===== src/rtl/mmio_periph_if.sv =====
// Data-memory side bus between the core and the MMIO peripheral block.
// Request signals come from the core; sel/read-data/read-hit return to it.
// No flow control: every access completes, reads one cycle later.
interface mmio_periph_if;
    logic        data_ce_i;
    logic        data_we_i;
    logic [31:0] data_addr_i;
    logic [31:0] data_i;
    logic        sel_o;
    logic [31:0] data_o;
    logic        rd_hit_o;

    modport master (
        output data_ce_i, data_we_i, data_addr_i, data_i,
        input  sel_o, data_o, rd_hit_o
    );

    modport slave (
        input  data_ce_i, data_we_i, data_addr_i, data_i,
        output sel_o, data_o, rd_hit_o
    );
endinterface


===== src/rtl/mmio_periph.sv =====
// MMIO peripheral: 32-byte register window with an 8N1 UART transmitter and a 32-bit compare timer.
// Latency: writes take effect at the access edge; read data/rd_hit registered, valid one cycle later.
// Backpressure: none; every access is accepted, TXDATA writes while the UART is busy are dropped.
module mmio_periph #(
    parameter logic [31:0] BASE_ADDR    = 32'h1000_0000,
    parameter int          CLKS_PER_BIT = 868
) (
    input  logic          clk,
    input  logic          rst,
    mmio_periph_if.slave  bus,
    output logic          uart_tx,
    output logic          irq_o
);
    localparam int              BW        = $clog2(CLKS_PER_BIT);
    localparam logic [BW-1:0]   BAUD_LAST = BW'(CLKS_PER_BIT - 1);

    typedef enum logic [1:0] {IDLE, START, DATA, STOP} tx_state_t;

    tx_state_t     state;
    logic [BW-1:0] baud_cnt;
    logic [2:0]    bit_cnt;
    logic [7:0]    shreg;
    logic          done;

    logic [31:0]   count;
    logic [31:0]   cmp;
    logic          enable;
    logic          pending;

    logic          hit;
    logic [2:0]    offset;
    logic          wr;
    logic          busy;
    logic [31:0]   rd_val;
    logic          unused_addr_lsb;

    assign hit             = bus.data_ce_i && (bus.data_addr_i[31:5] == BASE_ADDR[31:5]);
    assign offset          = bus.data_addr_i[4:2];
    assign wr              = hit && bus.data_we_i;
    assign busy            = (state != IDLE);
    assign bus.sel_o       = hit;
    assign irq_o           = pending;
    // Byte lanes are not supported; every access is a full word.
    assign unused_addr_lsb = ^bus.data_addr_i[1:0];

    // UART transmitter: start bit, 8 data bits LSB first, stop bit; tx driven straight from a flop.
    always_ff @(posedge clk or negedge rst) begin
        if (!rst) begin
            state    <= IDLE;
            baud_cnt <= '0;
            bit_cnt  <= '0;
            shreg    <= '0;
            uart_tx  <= 1'b1;
            done     <= 1'b0;
        end else begin
            // Clear first so a completing frame in the same cycle wins.
            if (wr && offset == 3'd1 && bus.data_i[1]) begin
                done <= 1'b0;
            end
            case (state)
                IDLE: begin
                    if (wr && offset == 3'd0) begin
                        shreg    <= bus.data_i[7:0];
                        bit_cnt  <= '0;
                        baud_cnt <= '0;
                        uart_tx  <= 1'b0;
                        state    <= START;
                    end
                end
                START: begin
                    if (baud_cnt == BAUD_LAST) begin
                        baud_cnt <= '0;
                        uart_tx  <= shreg[0];
                        state    <= DATA;
                    end else begin
                        baud_cnt <= baud_cnt + 1'b1;
                    end
                end
                DATA: begin
                    if (baud_cnt == BAUD_LAST) begin
                        baud_cnt <= '0;
                        if (bit_cnt == 3'd7) begin
                            uart_tx <= 1'b1;
                            state   <= STOP;
                        end else begin
                            bit_cnt <= bit_cnt + 1'b1;
                            shreg   <= {1'b0, shreg[7:1]};
                            uart_tx <= shreg[1];
                        end
                    end else begin
                        baud_cnt <= baud_cnt + 1'b1;
                    end
                end
                STOP: begin
                    if (baud_cnt == BAUD_LAST) begin
                        baud_cnt <= '0;
                        done     <= 1'b1;
                        state    <= IDLE;
                    end else begin
                        baud_cnt <= baud_cnt + 1'b1;
                    end
                end
                default: begin
                    uart_tx <= 1'b1;
                    state   <= IDLE;
                end
            endcase
        end
    end

    // Free-running timer with load override and sticky compare-match pending bit.
    always_ff @(posedge clk or negedge rst) begin
        if (!rst) begin
            count   <= '0;
            cmp     <= '1;
            enable  <= 1'b0;
            pending <= 1'b0;
        end else begin
            if (wr && offset == 3'd2) begin
                count <= bus.data_i;
            end else if (enable) begin
                count <= count + 32'd1;
            end
            if (wr && offset == 3'd3) begin
                cmp <= bus.data_i;
            end
            if (wr && offset == 3'd4) begin
                enable <= bus.data_i[0];
                if (bus.data_i[1]) begin
                    pending <= 1'b0;
                end
            end
            // Match on the pre-increment value; set overrides a same-cycle clear.
            if (enable && count == cmp) begin
                pending <= 1'b1;
            end
        end
    end

    // Register read mux on the state as it stands before this cycle's updates.
    always_comb begin
        rd_val = '0;
        case (offset)
            3'd1:    rd_val = {30'd0, done, busy};
            3'd2:    rd_val = count;
            3'd3:    rd_val = cmp;
            3'd4:    rd_val = {30'd0, pending, enable};
            default: rd_val = '0;
        endcase
    end

    // Registered read return, lined up with the WB-stage sample of memory read data.
    always_ff @(posedge clk or negedge rst) begin
        if (!rst) begin
            bus.data_o   <= '0;
            bus.rd_hit_o <= 1'b0;
        end else if (hit && !bus.data_we_i) begin
            bus.data_o   <= rd_val;
            bus.rd_hit_o <= 1'b1;
        end else begin
            bus.data_o   <= '0;
            bus.rd_hit_o <= 1'b0;
        end
    end
endmodule


===== src/flat_wrapper.sv =====
// flat-port wrapper written by rule: the top's interface ports become plain ports
module mmio_periph_flat 
#(
    parameter logic [31:0] BASE_ADDR    = 32'h1000_0000,
    parameter int          CLKS_PER_BIT = 868
)
  (clk, rst, uart_tx, irq_o, bus_data_ce_i, bus_data_we_i, bus_data_addr_i, bus_data_i, bus_sel_o, bus_data_o, bus_rd_hit_o);
  mmio_periph_if bus_i ();
  input  logic clk;
  input  logic rst;
  output logic uart_tx;
  output logic irq_o;
  input wire logic [$bits(bus_i.data_ce_i)-1:0] bus_data_ce_i;
  input wire logic [$bits(bus_i.data_we_i)-1:0] bus_data_we_i;
  input wire logic [$bits(bus_i.data_addr_i)-1:0] bus_data_addr_i;
  input wire logic [$bits(bus_i.data_i)-1:0] bus_data_i;
  output wire logic [$bits(bus_i.sel_o)-1:0] bus_sel_o;
  output wire logic [$bits(bus_i.data_o)-1:0] bus_data_o;
  output wire logic [$bits(bus_i.rd_hit_o)-1:0] bus_rd_hit_o;
  assign bus_i.data_ce_i = bus_data_ce_i;
  assign bus_i.data_we_i = bus_data_we_i;
  assign bus_i.data_addr_i = bus_data_addr_i;
  assign bus_i.data_i = bus_data_i;
  assign bus_sel_o = bus_i.sel_o;
  assign bus_data_o = bus_i.data_o;
  assign bus_rd_hit_o = bus_i.rd_hit_o;
  mmio_periph #(.BASE_ADDR(BASE_ADDR), .CLKS_PER_BIT(CLKS_PER_BIT)) u_core (.clk(clk), .rst(rst), .bus(bus_i), .uart_tx(uart_tx), .irq_o(irq_o));
endmodule

===== config.mk =====
export PLATFORM = sky130hd
export DESIGN_NAME = mmio_periph_flat
export DESIGN_NICKNAME = d
export VERILOG_FILES = /design/src/rtl/mmio_periph_if.sv /design/src/rtl/mmio_periph.sv /design/src/flat_wrapper.sv
export SDC_FILE = /design/constraint.sdc
export NUM_CORES = 1
export LEC_CHECK = 0
export CAP_MARGIN = 5
export CORE_MARGIN = 1.5
export CORE_UTILIZATION = 32
export CTS_CLUSTER_SIZE = 16
export DETAILED_ROUTE_END_ITERATION = 8
export HOLD_SLACK_MARGIN = 0.03
export SLEW_MARGIN = 20
export SYNTH_ARGS = -nofsm -noshare
export SYNTH_HDL_FRONTEND = slang
export SYNTH_SLANG_ARGS = --single-unit
export TNS_END_PERCENT = 100

===== constraint.sdc =====
create_clock -name clk -period 3.4 [get_ports clk]
set_clock_uncertainty 0.15 [all_clocks]
set_input_delay 0.34 -clock clk [delete_from_list [all_inputs] [get_ports clk]]
set_output_delay 0.34 -clock clk [all_outputs]
set_load 0.005 [all_outputs]

; Word level (Yosys, flattened, before mapping)
; Cells that the tools add are included.
[totals]
register_bits = 124
input_bits = 68
out_inout_bits = 36
word_cells = 89
[op_classes]
add_sub_neg = 3
n_eq_ne = 17
muxes = 33
n_reduce_logical = 24
[ops]
columns = op, n
row1 = 32-bit case mux with 4 select lines, 1
row2 = 32-bit 2-to-1 mux, 3
row3 = 32-bit by 1-bit adder with 32-bit output (second input constant), 1
row4 = 32-bit equality test, 1
row5 = 27-bit by 24-bit equality test with 1-bit output (second input constant), 1
row6 = 8-bit 2-to-1 mux, 3
row7 = 10-bit 2-to-1 mux, 2
row8 = 10-bit case mux with 2 select lines, 1
row9 = 8-bit case mux with 2 select lines, 1
row10 = 1-bit 2-to-1 mux, 11
row11 = 10-bit by 1-bit adder with 10-bit output (second input constant), 1
row12 = 10-bit equality test (second input constant), 1
row13 = 1-bit logical AND, 10
row14 = 2-bit 2-to-1 mux, 5
row15 = 2-bit by 1-bit inequality test with 1-bit output (second input constant), 5
row16 = 2-bit nonzero test, 5
row17 = 3-bit 2-to-1 mux, 3
row18 = 2-bit case mux with 4 select lines, 1
row19 = 4-bit AND reduction, 2
row20 = 3-bit by 2-bit equality test with 1-bit output (second input constant), 2
row21 = 3-bit equality test (second input constant), 2
row22 = 3-bit case mux with 2 select lines, 1
row23 = 5-bit AND reduction, 1
row24 = 2-bit equality test (second input constant), 2
row25 = other kinds (11), 11

; Longest topological paths before layout
[depth]
word_depth = 8
mapped_depth = 8
mapped_depth_nobuf = 7

; Least setup slack after synthesis
; Ideal clock, no wire load.
[synth_path]
path_type = register to register
startpoint = reg u_core.baud_cnt[7]
endpoint = reg u_core.state[1]
setup_ps = 128
t_arrival_ps = 2050
required_ps = 3122
setup_slack_ps = 1073
stages_incl_launch_ff = 7
n_path_buf = 0
synth_period_minus_slack_ps = 2327
path_cell_list = dfrtp_1 or2_2 or4_1 nand2_1 nand2_2 nor3_2 mux2_1
[synth_via]
elab_chain_len = 3
word_cells_on_any_way = 5
cone_classes = eq/ne (4) / reduce/logical (1)
[synth_rtl]
columns = element, line_no
row1 = from (decl), mmio_periph.sv:20  ; logic [BW-1:0] baud_cnt;
row2 = from (signal assigned), mmio_periph.sv:76  ; baud_cnt <= baud_cnt + 1'b1;
row3 = from (signal assigned), mmio_periph.sv:91  ; baud_cnt <= baud_cnt + 1'b1;
row4 = from (signal assigned), mmio_periph.sv:100  ; baud_cnt <= baud_cnt + 1'b1;
row5 = 10-bit equality test *, "mmio_periph.sv:71, mmio_periph.sv:80, mmio_periph.sv:95"
row6 = 2-bit by 1-bit inequality test with 1-bit output (no source line), n/a
row7 = 5-bit AND reduction (no source line) *, n/a
row8 = to (signal assigned), mmio_periph.sv:74  ; state <= DATA;
row9 = to (signal assigned), mmio_periph.sv:84  ; state <= STOP;
row10 = to (signal assigned), mmio_periph.sv:98  ; state <= IDLE;
row11 = to (decl), mmio_periph.sv:19  ; tx_state_t state;
; Every way passes the cells marked *; elsewhere a longest branch is shown, timed or not.
; A chain may end at the register's enable or synchronous reset.

; Worst setup path in the final report
[layout_path]
startpoint = in bus_data_addr_i[7]
endpoint = out bus_sel_o
[layout_via]
elab_chain_len = 2
[layout_rtl]
columns = element, line_no
row1 = from (decl), flat_wrapper.sv:15  ; input wire logic [$bits(bus_i.data_addr_i)-1:0] bus_data_addr_i;
row2 = 27-bit by 24-bit equality test with 1-bit output, mmio_periph.sv:37  ; assign hit = bus.data_ce_i && (bus.data_addr_i[31:5] == BASE_ADDR[31:5]);
row3 = 1-bit logical AND, mmio_periph.sv:37
row4 = to (decl), flat_wrapper.sv:17  ; output wire logic [$bits(bus_i.sel_o)-1:0] bus_sel_o;
; No other way between the ends.

==> implementation parameters <==
Parameter                              Value

Synth
  Post-synthesis average cell area ... 10.4 sq um
  Sequential element share of the synthesized area ... 50.8%
  Share of async-settable or async-resettable flops after synthesis ... 100%
  Compound-gate portion of the synthesized area ... ~12%
  Multiplexer area fraction after synthesis ... 7.26%
  Combined area of all synthesized cells ... 6180 sq um
  Fraction of the mapped netlist area in adder cells ... 1.82%
  Most instantiated flip-flop cell in the synthesis netlist ... sky130_fd_sc_hd__dfrtp_1
  XOR/XNOR share of the synthesized area ... 8.92%
  Basic-gate share of the synthesized area counting and, or, nand and nor cells ... between 10% and 20%
  Count of flip-flops with a built-in enable after synthesis ... 0
  Syn Nets ... 671
  Syn. warnings ... 0
  Largest family of logic cells by synthesized area ... simple AND/OR/NAND/NOR gates
  Number of different library cells in the post-synthesis netlist ... 50
  Post-Syn Instances ... just under 600
  Post-synthesis register bit count ... 124

Global route
  Global routing usage summed across all routing layers ... 16.8%
  First-pass GRT wire length ... 25900 microns
  Maximum number of pins on one net before global-route repair ... 68
  Via count of the first global-routing pass ... about 5000
  Total congestion overflow after global routing ... 0
  Number of antenna violations at the first check in global routing ... 0

STA
  Final min period ... 2.83 ns
  Relative max-transition margin ... approximately a third
  Endpoints failing hold ... 0
  Unrepaired setup endpoints after global routing ... no
  Final period util ... a little over four fifths
  Setup tns final ... 0 ns
  F_max ... 353 MHz
  Hold Worst Slack ... 0.352 ns
  Pin slew with the least headroom to its limit ... a little under 1 ns
  Final-report max-slew violation count ... 0
  Final setup fails ... 0

Power and ir drop
  Total design power ... 0.00378 W
  Part of the total power dissipated in the clock network ... 55.0%
  Relative contribution of sequential cells to total power ... between 40% and 50%
  Ratio of total power to cell area ... 463 nW/um^2
  VDD IR-drop max ... 0.398 mV
  Leakage ... between 3 and 4 nW
  Internal Pwr Total ... 0.00297 W
  Power dissipated by switching net loads ... 0.000812 W
  Logic pwr share ... 4.6%
  Switching fraction of total power ... 21.5%

Status
  Status ... completed

Floorplan
  CORE AREA ... 18800 sq um
  Die H ... 142 microns
  Row cnt ... 50
  Ports ... 104
  Full die area ... 20200 sq um
  Initial core utilization ... 32.8%
  Horiz. Die Dim ... 142 microns

Setup path
  Endpoint of the lowest-slack register-to-register path ... u_core.state[1]$_DFFE_PN0P_
  CP max-delay cell ... sky130_fd_sc_hd__clkdlybuf4s50_1
  Most frequent cell on the critical path ... sky130_fd_sc_hd__clkdlybuf4s50_1
  Nature of the critical path startpoint ... input pin
  Slowest cell delay on critical path ... ~0.59 ns
  Type of element capturing the critical path ... primary output
  Worst-path cell chain ... clkdlybuf4s50_1 > nor4_1 > nand4_1 > nor3_2 > clkdlybuf4s50_1
  Startpoint of the worst-slack reg-to-reg timing path ... u_core.baud_cnt[7]$_DFFE_PN0P_
  Worst Path Max Fanout ... 5
  Worst reg2reg setup slack ... 0.91 ns
  Category of the most critical setup path ... in2out
  Worst R2R Path Depth ... 6
  CP arrival ... 2.34 ns
  Critical path required time ... 2.91 ns

Clock network
  CTS buffer count ... 17
  Clk root buf ... sky130_fd_sc_hd__clkbuf_16
  Count of instances resized after the clock tree is built ... 0
  Maximum level of the CTS H-tree ... 4
  Clock Tree Buf Depth ... 2
  Insertion delay to the later sink of the worst-skew pair ... 0.43 ns
  Clock tree from TritonCTS ... built
  Clock sinks ... 124
  Clock transition at the registers of the reported paths ... roughly 0.060 ns

Cells and area
  Sequential cell area ... 3140 sq um
  Number of filler instances in the final layout ... 1770
  Fraction of final layout cells with drive strength greater than 1 ... 17.1%
  Final #Nets ... 770
  Most frequent cells in the layout ... sky130_fd_sc_hd__clkdlybuf4s50_1 (100), sky130_fd_sc_hd__dfrtp_1 (91), sky130_fd_sc_hd__nand2_1 (69)
  Area used by multi-input combinational logic ... between 2000 and 3000 sq um
  Most frequent standard cell in the layout excluding fill and tap cells ... sky130_fd_sc_hd__clkdlybuf4s50_1
  Area growth from synthesis to layout ... 32.2%
  Ant diodes ... 0

Routing
  1st-iter DRT viols ... between 300 and 400
  Detailed-router iteration count before antenna repair ... 4
  DR vias ... 4924
  Antenna violation net count after detailed routing ... 0
  Detailed-route wire length per cell ... between 15 and 20 microns
  DRC violations left ... 0
  Final WL ... 16100 microns
  Vias per std cell ... between 5 and 6

Min path
  Number of instances on the worst hold path ... 1
  Worst min-delay path class ... reg2reg
  Hold EP ... u_core.done$_DFF_PN0_
  Hold_sp ... u_core.done$_DFF_PN0_

Placed design
  Dpl hpwl ... 11100 microns
  Final RePlAce weighted congestion ... 0.804
  Number of I/O port buffers ... ~100

Run
  Max-capacitance violation count ... 0
## cells by family (layout without fill, tap and decap cells)
kind of cell / Yosys count / after routing
AND/OR/NAND/NOR: 216 / 216
multiplexers: 40 / 40
AO/OA/AOI/OAI: 107 / 107
adder cells (fa/ha/maj): 9 / 9
buffers and inverters: 35 / 147
XOR/XNOR: 63 / 63
flip-flops: 124 / 124
## critical path, delay by kind of cell
| kind | cells | cell delay, ns |
|---|---|---|
| and+or+nand+nor | 3 | 1.01 |
| buffers and inverters | 2 | 0.99 |
## power by group through the flow
stage / clock network [W] / registers (W) / logic [W]
floorplan: 0 / 0.00154 / 0.0000409
global placement: 0 / 0.00155 / 0.000173
detailed placement: 0 / 0.00155 / 0.000178
CTS: 0.00210 / 0.00153 / 0.000179
global route: 0.00218 / 0.00153 / 0.000193
finish: 0.00208 / 0.00153 / 0.000174
## how the worst max path moves through the flow
stage	from	to
after CTS	bus_data_addr_i[7]	bus_sel_o
after floorplan	u_core.baud_cnt[7]$_DFFE_PN0P_	u_core.state[1]$_DFFE_PN0P_
after global routing	bus_data_addr_i[6]	bus_sel_o
after detailed placement	bus_data_addr_i[7]	u_core.shreg[3]$_DFFE_PN0P_
after global placement	bus_data_addr_i[14]	u_core.shreg[2]$_DFFE_PN0P_
final	bus_data_addr_i[7]	bus_sel_o
## synthesized netlist by cell type (all sizes together) (3+ instances only)
cell type  count  area [sq um]
dfrtp         91          2280
nand2         70           265
o21ai         50           250
nor2          43           161
mux2          39           439
a22oi         35           263
xor2          35           307
nand3         34           170
dfstp         33           867
xnor2         28           245
clkbuf        20          76.3
and3          14          87.6
nand4         14          87.6
nor4          13          87.6
buf           10          60.1
ha             9           113
nor3           8          50.1
a32oi          6          52.6
inv            5          18.8
a21oi          3          15.0
nand2b         3          18.8
o211ai         3          22.5
## per-layer routing
layer	GRT usage, %	wire length (microns)
met5	0	0
met4	5.91	234
met3	5.22	924
met2	27.5	7810
met1	20.8	7130
## sequential cells by signal (all words and copies together) (netlist names), 2 cells and up
name and count:
u_core.shreg 8, u_core.baud_cnt 10, u_core.cmp 32, u_core.bit_cnt 3, u_core.state 2, u_core.bus.data_o 32, u_core.count 32
## repair_timing
item                                   4_1_cts  5_1_grt
setup buffers                                0        0
setup endpoints to repair                    0        0
hold buffers                                 1        0
endpoints found under the hold margin       47        0
## metrics by stage
stage	instance area [sq um]	util (%)	cells	setup WS, ns
global route	8180	43.4	966	0.418
finish	8180	43.4	966	0.568
floorplan	6180	-	594	1.07
global placement	7500	39.8	933	0.413
CTS	8180	43.4	966	0.540
detailed placement	7500	39.8	933	0.390
## area by class of cell
type                    count  share of cell area, %
inverters                   5                  0.229
clock buffers              18                   5.25
repair buffers            110                   13.6
clock inverters            14                   2.97
well taps                 260                   3.98
flip-flops and latches    124                   38.4
multi-input cells         435                   35.5
(Power assumes the default switching activity.)
